===== config.mk =====
export PLATFORM = sky130hd
export DESIGN_NAME = pipe_ctrl_flat
export DESIGN_NICKNAME = d
export VERILOG_FILES = /design/src/rtl/pipe_ctrl_if.sv /design/src/rtl/pipe_ctrl.sv /design/src/flat_wrapper.sv
export SDC_FILE = /design/constraint.sdc
export NUM_CORES = 1
export LEC_CHECK = 0
export ABC_CLOCK_PERIOD_IN_PS = 1470
export BUFFER_PORTS_ARGS = -buffer_cell sky130_fd_sc_hd__buf_2
export CAP_MARGIN = 20
export CORE_MARGIN = 8
export CORE_UTILIZATION = 43
export DETAILED_ROUTE_END_ITERATION = 16
export PLACE_DENSITY = 0.81
export SLEW_MARGIN = 25
export SYNTH_ARGS = -nofsm -noshare
export SYNTH_HDL_FRONTEND = slang
export SYNTH_SLANG_ARGS = --single-unit

===== constraint.sdc =====
create_clock -name clk -period 1.47 [get_ports clk]
set_input_delay 0.0735 -clock clk [delete_from_list [all_inputs] [get_ports clk]]
set_output_delay 0.0735 -clock clk [all_outputs]
set_load 0.01 [all_outputs]

===== src/rtl/pipe_ctrl_if.sv =====
// Handshake bundle between the pipeline stall/flush sequencer and the pipeline/PC generator.
// master = sequencer side, slave = pipeline side.
interface pipe_ctrl_if #(
  parameter int STAGE_NUM  = 5,
  parameter int ADDR_WIDTH = 32
);
  logic [STAGE_NUM-1:0]  stall_req;
  logic                  exc_valid;
  logic [ADDR_WIDTH-1:0] exc_pc;
  logic                  mispred_valid;
  logic [ADDR_WIDTH-1:0] mispred_pc;
  logic                  fetch_ready;
  logic [STAGE_NUM-1:0]  stall;
  logic [STAGE_NUM-1:0]  flush;
  logic                  redirect_valid;
  logic [ADDR_WIDTH-1:0] redirect_pc;

  modport master (
    input  stall_req, exc_valid, exc_pc, mispred_valid, mispred_pc, fetch_ready,
    output stall, flush, redirect_valid, redirect_pc
  );

  modport slave (
    output stall_req, exc_valid, exc_pc, mispred_valid, mispred_pc, fetch_ready,
    input  stall, flush, redirect_valid, redirect_pc
  );
endinterface


===== src/rtl/pipe_ctrl.sv =====
// Stall/flush sequencer for the in-order front end: backpressure, redirect flushes, pending redirect PC.
// Optional PIPE_CTRL_PERF_EN adds perf_stall_cycles / perf_flush_count counters.
module pipe_ctrl #(
  parameter int STAGE_NUM  = 5,
  parameter int BR_STAGE   = 2,
  parameter int ADDR_WIDTH = 32
) (
  input  logic              clk,
  input  logic              rst,
  pipe_ctrl_if.master       bus
`ifdef PIPE_CTRL_PERF_EN
  ,
  output logic [31:0]       perf_stall_cycles,
  output logic [31:0]       perf_flush_count
`endif
);

  typedef enum logic {ST_RUN, ST_HOLD} state_t;

  localparam logic [STAGE_NUM-1:0] ALL_MASK = '1;
  localparam logic [STAGE_NUM-1:0] BR_MASK  = ALL_MASK >> (STAGE_NUM - 1 - BR_STAGE);

  state_t                r_state;
  logic                  r_pend_exc;
  logic [ADDR_WIDTH-1:0] r_pend_pc;

  logic                  w_hold;
  logic                  w_take_exc;
  logic                  w_take_mis;
  logic                  w_req;
  logic [ADDR_WIDTH-1:0] w_req_pc;
  logic [STAGE_NUM-1:0]  w_flush;
  logic [STAGE_NUM-1:0]  w_stall_base;

  assign w_hold = (r_state == ST_HOLD);

  // A mispredict cannot displace an exception already waiting for fetch.
  always_comb begin
    w_take_exc = 1'b0;
    w_take_mis = 1'b0;
    if (bus.exc_valid) begin
      w_take_exc = 1'b1;
    end else if (bus.mispred_valid && !(w_hold && r_pend_exc)) begin
      w_take_mis = 1'b1;
    end
  end

  assign w_req    = w_take_exc | w_take_mis;
  assign w_req_pc = w_take_exc ? bus.exc_pc : bus.mispred_pc;
  assign w_flush  = w_take_exc ? ALL_MASK : (w_take_mis ? BR_MASK : '0);

  genvar gi;
  generate
    for (gi = 0; gi < STAGE_NUM; gi++) begin : g_stall
      if (gi == 0) begin : g_pc
        assign w_stall_base[gi] = (|bus.stall_req[STAGE_NUM-1:gi]) | w_hold;
      end else begin : g_stage
        assign w_stall_base[gi] = |bus.stall_req[STAGE_NUM-1:gi];
      end
    end
  endgenerate

  // Outputs are combinational so a redirect reaches fetch in the request cycle.
  always_comb begin
    bus.stall          = '0;
    bus.flush          = '0;
    bus.redirect_valid = 1'b0;
    bus.redirect_pc    = '0;
    if (!rst) begin
      bus.flush          = w_flush;
      bus.stall          = w_stall_base & ~w_flush;
      bus.redirect_valid = w_hold | (w_req & bus.fetch_ready);
      if (w_req && (w_hold || bus.fetch_ready)) begin
        bus.redirect_pc = w_req_pc;
      end else if (w_hold) begin
        bus.redirect_pc = r_pend_pc;
      end
    end
  end

  always_ff @(posedge clk) begin
    if (rst) begin
      r_state    <= ST_RUN;
      r_pend_exc <= 1'b0;
      r_pend_pc  <= '0;
    end else begin
      if (w_req) begin
        r_pend_exc <= w_take_exc;
        r_pend_pc  <= w_req_pc;
      end
      case (r_state)
        ST_RUN: begin
          if (w_req && !bus.fetch_ready) begin
            r_state <= ST_HOLD;
          end
        end
        ST_HOLD: begin
          if (bus.fetch_ready) begin
            r_state <= ST_RUN;
          end
        end
        default: r_state <= ST_RUN;
      endcase
    end
  end

`ifdef PIPE_CTRL_PERF_EN
  logic [31:0] r_perf_stall;
  logic [31:0] r_perf_flush;

  always_ff @(posedge clk) begin
    if (rst) begin
      r_perf_stall <= '0;
      r_perf_flush <= '0;
    end else begin
      if (bus.stall[0]) begin
        r_perf_stall <= r_perf_stall + 32'd1;
      end
      if (|bus.flush) begin
        r_perf_flush <= r_perf_flush + 32'd1;
      end
    end
  end

  assign perf_stall_cycles = r_perf_stall;
  assign perf_flush_count  = r_perf_flush;
`endif

endmodule

===== src/flat_wrapper.sv =====
// flat-port wrapper written by rule: the top's interface ports become plain ports
module pipe_ctrl_flat 
#(
  parameter int STAGE_NUM  = 5,
  parameter int BR_STAGE   = 2,
  parameter int ADDR_WIDTH = 32
)
  (clk, rst, bus_stall_req, bus_exc_valid, bus_exc_pc, bus_mispred_valid, bus_mispred_pc, bus_fetch_ready, bus_stall, bus_flush, bus_redirect_valid, bus_redirect_pc);
  pipe_ctrl_if #(.STAGE_NUM(STAGE_NUM), .ADDR_WIDTH(ADDR_WIDTH)) bus_i ();
  input  logic clk;
  input  logic rst;
  input wire logic [$bits(bus_i.stall_req)-1:0] bus_stall_req;
  input wire logic [$bits(bus_i.exc_valid)-1:0] bus_exc_valid;
  input wire logic [$bits(bus_i.exc_pc)-1:0] bus_exc_pc;
  input wire logic [$bits(bus_i.mispred_valid)-1:0] bus_mispred_valid;
  input wire logic [$bits(bus_i.mispred_pc)-1:0] bus_mispred_pc;
  input wire logic [$bits(bus_i.fetch_ready)-1:0] bus_fetch_ready;
  output wire logic [$bits(bus_i.stall)-1:0] bus_stall;
  output wire logic [$bits(bus_i.flush)-1:0] bus_flush;
  output wire logic [$bits(bus_i.redirect_valid)-1:0] bus_redirect_valid;
  output wire logic [$bits(bus_i.redirect_pc)-1:0] bus_redirect_pc;
  assign bus_i.stall_req = bus_stall_req;
  assign bus_i.exc_valid = bus_exc_valid;
  assign bus_i.exc_pc = bus_exc_pc;
  assign bus_i.mispred_valid = bus_mispred_valid;
  assign bus_i.mispred_pc = bus_mispred_pc;
  assign bus_i.fetch_ready = bus_fetch_ready;
  assign bus_stall = bus_i.stall;
  assign bus_flush = bus_i.flush;
  assign bus_redirect_valid = bus_i.redirect_valid;
  assign bus_redirect_pc = bus_i.redirect_pc;
  pipe_ctrl #(.STAGE_NUM(STAGE_NUM), .BR_STAGE(BR_STAGE), .ADDR_WIDTH(ADDR_WIDTH)) u_core (.clk(clk), .rst(rst), .bus(bus_i));
endmodule

==> flow_metrics.tcl, run 1 <==
set metrics [dict create \
    cts_tree "built" \
    vias 1934 \
    cp-start-kind "flop" \
    finalMaxSlewViolations 0 \
    ios 117 \
    final_cell_mix "buf_2, o2bb2ai_1, mux2i_1, dfxtp_1, o2bb2ai_2" \
    syn_area_per_cell_um2 10.6 \
    core_area_um2 4260 \
    fin_skew_ns 0.00802 \
    dpl.cell_count 337 \
    mostFrequentLayoutCell "buf_2" \
    synth_cell_types 23 \
    ir_drop_v 0.000489 \
    hold_ws_ns 0.0746 \
    dp_slack_ns 0.0470 \
    die_x_um 82.0 \
    antenna_found_initial 0 \
    h-tree-depth 2 \
    dieArea_um2 6720 \
    r2r_cells 7 \
    drive_gt1_share_pct 61.3 \
    end_kind "primary output" \
    grt_pass1_wl_mm 9.53 \
    worst_pin_slew_ns 0.435 \
    grt_pass1_vias 2051 \
    synth_top_area_cell "dfxtp_1" \
    crit_fanout 8 \
    drt-wirelength-per-cell_um 17.5 \
    hp-start "rst" \
    synth_seq_cells 34 \
    path_class "reg2out" \
    power.density_nw_per_um2 781 \
    status "complete, but fails checks" \
    cts_buffers 5 \
    wl_mm 6.18 \
    pwr-share-clk_pct 29.3 \
    clock_path_buffers 2 \
    final_cell_area_um2 2960 \
    synth_top_area_share_pct 36.4 \
    maxCapViolations 0 \
    hold_path_end "u_core.r_pend_exc$_SDFFE_PP0P_" \
    placed_cell_area_um2 2530 \
    syn_area_um2 1870 \
    hold_class "in2reg" \
    intPower_mw 1.64 \
    yosys-top-cells-area "dfxtp_1, o2bb2ai_1, mux2i_1, buf_2, buf_4" \
    gp_congestion 0.822 \
    crit_required_ns 1.40 \
    finalCritPeriodShare_pct 112 \
    diodes 0 \
    finalWorstSetupSlack_ns -0.180 \
    synth_nets 250 \
    ys_warn_count 0 \
    rows 24 \
    synth_cells 176 \
    cts.clk_slew.worst_paths_ns 0.07 \
    power_mw 2.32 \
    switchingPower_mw 0.679 \
    cp.arrival_ns 1.58 \
    first_pass_iters 4 \
    pwr-share-comb_pct 25.3 \
    fmax_ghz 0.606 \
    drt_iter0_drc 63 \
    p_leak_nw 1.39 \
    grt_max_degree 33 \
    holdPathStages 2 \
    cts-root-buf "clkbuf_8" \
    rsz0062_at_grt "true" \
    violations "negative setup slack" \
    initial_core_util_pct 43.9 \
    die_height_um 82.0 \
    ant_nets 0 \
    layout.nets 375 \
    cts.sinks 34 \
    fillers 354 \
    viasPerCell 5.49 \
    worstReg2RegStart "u_core.r_pend_exc$_SDFFE_PP0P_" \
    numPortBuffers 116 \
    syn2layout_area_growth_pct 58.4 \
    rrSetupSlack_ns 0.04 \
    sequentialPowerShare_pct 45.3 \
    layout.cells.non_filler 352 \
    finalSetupViolCount 34 \
    relSlewSlack_pct 70.8 \
    clock_latency_ns 0.28 \
    min_period_ns 1.65 \
    finalHoldViolations 0 \
    seq_area_frac_synth_pct 36.4 \
    r2r-end "u_core.r_pend_pc[24]$_SDFFE_PP0P_" \
    hpwl_mm 4.48 \
    grt_use_total_pct 17.9 \
    overflow 0 \
    switching_share_pct 29.3 \
    drc 0 \
]
==> repair_timing <==
item / in CTS / in global routing
setup endpoints to repair: 36 / 39
hold buffers: 1 / 0
setup buffers: 6 / 0
pin swaps: 3 / 2
gates resized for setup: 17 / 39
gates cloned: 1 / 2
endpoints found under the hold margin: 1 / 0
==> stage by stage <==
| stage | utilization (%) | setup TNS [ns] |
|---|---|---|
| floorplan | - | 0 |
| global placement | 59.3 | 0 |
| detailed placement | 59.3 | 0 |
| CTS | 64.1 | -6.68 |
| global route | 69.5 | -7.33 |
| finish | 69.5 | -5.05 |
==> layer usage <==
metal / wire length [µm] / track usage [%]
met1: 2420 / 19.2
met2: 3230 / 32.1
met3: 454 / 5.36
met4: 74 / 6.67
met5: 0 / 0
==> state kept, by name (all words and copies together) (netlist names) <==
register / count
u_core.r_pend_pc: 32
u_core.r_state: 1
u_core.r_pend_exc: 1
==> area by class of cell <==
class | instances | area [µm²] | share of cell area (%)
clock buffers | 6 | 82.6 | 2.79
flip-flops and latches | 34 | 688 | 23.2
multi-input cells | 117 | 1260 | 42.5
well taps | 52 | 65.1 | 2.20
inverters | 4 | 15.0 | 0.507
repair buffers | 139 | 852 | 28.7
==> cell usage after synthesis <==
master / n
a2111oi_4: 1
a21boi_0: 1
a21boi_4: 1
a21oi_1: 2
buf_1: 1
buf_2: 14
buf_4: 6
dfxtp_1: 34
inv_1: 3
inv_2: 1
mux2i_1: 32
nand2b_1: 1
nor2_1: 3
nor2b_1: 1
nor3_1: 3
nor3_4: 1
nor3b_1: 1
nor4_1: 2
o21ai_0: 1
o21ai_2: 1
o221ai_2: 1
o2bb2ai_1: 64
o31a_1: 1
==> logic make-up after synthesis <==
family          count (synthesis)  share of synthesized area, %
flops                          34                          36.4
compound gates                 73                          35.4
simple gates                   12                          4.01
mux                            32                          17.1
buf+inv                        25                          7.15
==> power groups by stage <==
stage | Clock [mW] | Combinational (mW) | Sequential (mW)
after floorplan | 0 | 0.284 | 1.05
after global routing | 0.744 | 0.637 | 1.06
final | 0.679 | 0.587 | 1.05
after global placement | 0 | 0.495 | 1.05
after detailed placement | 0 | 0.508 | 1.06
after CTS | 0.688 | 0.540 | 1.04
==> worst max-delay path, cell delays in order (launching register included) <==
cell	delay (ns)
dfxtp_4	0.36
inv_2	0.04
a2111oi_4	0.29
buf_6	0.20
buf_8	0.14
o2bb2ai_1	0.11
buf_2	0.15
==> worst max path at each step <==
stage	slack, ns	depth (start not counted)	start	to
2_1_floorplan	0.18	4	u_core.r_pend_exc$_SDFFE_PP0P_	bus_redirect_pc[10]
3_3_place_gp	0.07	5	u_core.r_pend_exc$_SDFFE_PP0P_	bus_redirect_pc[12]
3_5_place_dp	0.05	5	u_core.r_pend_exc$_SDFFE_PP0P_	bus_redirect_pc[11]
4_1_cts	-0.22	6	u_core.r_pend_exc$_SDFFE_PP0P_	bus_redirect_pc[28]
5_1_grt	-0.25	6	u_core.r_pend_exc$_SDFFE_PP0P_	bus_redirect_pc[16]
6_report	-0.18	6	u_core.r_pend_exc$_SDFFE_PP0P_	bus_redirect_pc[24]
Note: power is estimated with default switching activity, not from simulation.
==> inputs of run 2 (changes only) <==
CORE_UTILIZATION = 44   (was 43)
CTS_BUF_LIST = sky130_fd_sc_hd__clkbuf_8   (was unset)
PLACE_DENSITY = 0.82   (was 0.81)
SLEW_MARGIN = unset   (was 25)
==> run 2 against run 1 <==
The flow still finishes with violations (negative setup slack). Clock power rose by 19%. Final area fell by 1.9%. Combinational power fell by 2%. Critical endpoint is now bus_redirect_pc[10].
==> flow_metrics.tcl, run 2 (same netlist as run 1, synthesis figures left out) <==
set metrics [dict create \
    hold_ws_ns 0.0991 \
    viasPerCell 5.50 \
    initial_core_util_pct 46.1 \
    ff_latch_area_um2 688 \
    diodes 0 \
    finalSetupViolCount 38 \
    final_cell_mix "buf_2, o2bb2ai_1, mux2i_1, dfxtp_1, o2bb2ai_2" \
    routed.top_layer "met4" \
    ios 117 \
    cp.arrival_ns 1.59 \
    cp-start-kind "flop" \
    clock_path_buffers 2 \
    grt_pass1_wl_mm 9.63 \
    core_area_um2 4060 \
    fin_skew_ns 0.00442 \
    violations "negative setup slack" \
    grt_use_total_pct 18.3 \
    numPortBuffers 116 \
    maxCapViolations 0 \
    route.met2.wl_mm 3.13 \
    ant_nets 0 \
    rows 23 \
    min_period_ns 1.67 \
    finalMaxSlewViolations 0 \
    syn2layout_area_growth_pct 55.3 \
    r2r_cells 7 \
    route.met3.wl_um 582 \
    crit_buf_inv 3 \
    ir_drop_v 0.000617 \
    p_leak_nw 1.37 \
    cts_buffers 5 \
    drive_gt1_share_pct 57.3 \
    fmax_ghz 0.600 \
    top_regs "u_core.r_pend_pc: 32 flops, u_core.r_pend_exc: 1 flops, u_core.r_state: 1 flops" \
    gp_congestion 0.789 \
    critical-path-top-delay-family "buffers and inverters" \
    relSlewSlack_pct 52.9 \
    finalCritPeriodShare_pct 113 \
    power.density_nw_per_um2 834 \
    antenna_found_initial 0 \
    r2r-end "u_core.r_pend_pc[11]$_SDFFE_PP0P_" \
    grt_pass1_vias 2059 \
    largest_reg_flops 32 \
    crit_fanout 16 \
    holdPathStages 3 \
    worstReg2RegStart "u_core.r_pend_exc$_SDFFE_PP0P_" \
    drc 0 \
    hp-start "bus_mispred_pc[9]" \
    cts.sinks 34 \
    h-tree-depth 2 \
    hpwl_mm 4.33 \
    cts-root-buf "clkbuf_8" \
    cp_slowest_stage_delay_ns 0.34 \
    cts_tree "built" \
    clock_latency_ns 0.28 \
    dp_slack_ns 0.0369 \
    multi_input_area_um2 1210 \
    fillers 302 \
    hold_class "in2reg" \
    end_kind "primary output" \
    worst_pin_slew_ns 0.700 \
    first_pass_iters 4 \
    dieArea_um2 6600 \
    path_class "reg2out" \
    drt_iter0_drc 91 \
    slowest_stage "dfxtp_4" \
    grt_max_degree 33 \
    finalWorstSetupSlack_ns -0.197 \
    layout.nets 373 \
    rrSetupSlack_ns 0.03 \
    crit_required_ns 1.40 \
    wl_mm 6.18 \
    cts.clk_slew.worst_paths_ns 0.07 \
    hold_path_end "u_core.r_pend_pc[9]$_SDFFE_PP0P_" \
    wl_met1_mm 2.36 \
    rsz0062_at_grt "true" \
    die_x_um 81.2 \
    vias 1925 \
    finalHoldViolations 0 \
    die_height_um 81.2 \
    status "complete, but fails checks" \
    worstPathCellList "buf_4 -> a21boi_4 -> o221ai_2 -> buf_6 -> o2bb2ai_1 -> buf_2" \
    mostFrequentLayoutCell "buf_2" \
    overflow 0 \
    regMostFlops "u_core.r_pend_pc" \
    drt-wirelength-per-cell_um 17.7 \
]
[run 2: power breakdown]
| group | internal (mW) | total (mW) | switching (mW) |
|---|---|---|---|
| Combinational | 0.276 | 0.574 | 0.298 |
| Clock | 0.493 | 0.806 | 0.313 |
| Sequential | 0.994 | 1.05 | 0.0516 |
[run 2: worst max-delay path by stage]
| stage | startpoint | end | slack [ns] | cells past startpoint |
|---|---|---|---|---|
| 6_report | u_core.r_pend_exc$_SDFFE_PP0P_ | bus_redirect_pc[10] | -0.20 | 6 |
| 2_1_floorplan | u_core.r_pend_exc$_SDFFE_PP0P_ | bus_redirect_pc[10] | 0.18 | 4 |
| 3_5_place_dp | u_core.r_pend_exc$_SDFFE_PP0P_ | bus_redirect_pc[25] | 0.04 | 5 |
| 4_1_cts | u_core.r_pend_exc$_SDFFE_PP0P_ | bus_redirect_pc[6] | -0.22 | 6 |
| 3_3_place_gp | u_core.r_pend_exc$_SDFFE_PP0P_ | bus_redirect_pc[24] | 0.08 | 5 |
| 5_1_grt | u_core.r_pend_exc$_SDFFE_PP0P_ | bus_redirect_pc[17] | -0.29 | 6 |
[run 2: cell type report]
class                   count  share of cell area, %
clock buffers               5                   2.37
multi-input cells         117                   41.5
repair buffers            137                   28.5
well taps                  50                   2.15
clock inverters             3                   1.29
inverters                   4                  0.517
flip-flops and latches     34                   23.7
[run 2: metal layers]
metal	global-route usage [%]	vias up
li1	-	943
met1	18.9	877
met2	32.8	93
met3	5.96	12
met4	8.39	0
met5	0	-
[run 2: through the flow]
step	cell area [µm²]	util, %	instances	total power [mW]	TNS (ns)
3_3_place_gp	2540	62.5	333	1.55	0
3_5_place_dp	2540	62.5	333	1.57	0
6_report	2910	71.6	350	2.43	-5.75
5_1_grt	2910	71.6	350	2.55	-9.85
4_1_cts	2830	69.8	349	2.42	-6.41
2_1_floorplan	1870	-	176	1.33	0
[run 2: worst register-to-register path, stage by stage (launching register included)]
cell	delay, ns
dfxtp_4	0.35
buf_4	0.12
a21boi_4	0.06
buf_4	0.15
nor3_4	0.24
buf_6	0.14
buf_12	0.17
o2bb2ai_1	0.14
[run 2: what timing repair did]
| action | CTS | global route |
|---|---|---|
| pin swaps | 1 | 2 |
| hold endpoints to repair | 1 | 0 |
| cloned | 2 | 0 |
| setup buffers | 5 | 1 |
| hold buffers | 1 | 0 |
| resized for setup | 29 | 11 |
| endpoints found under the setup margin | 36 | 38 |
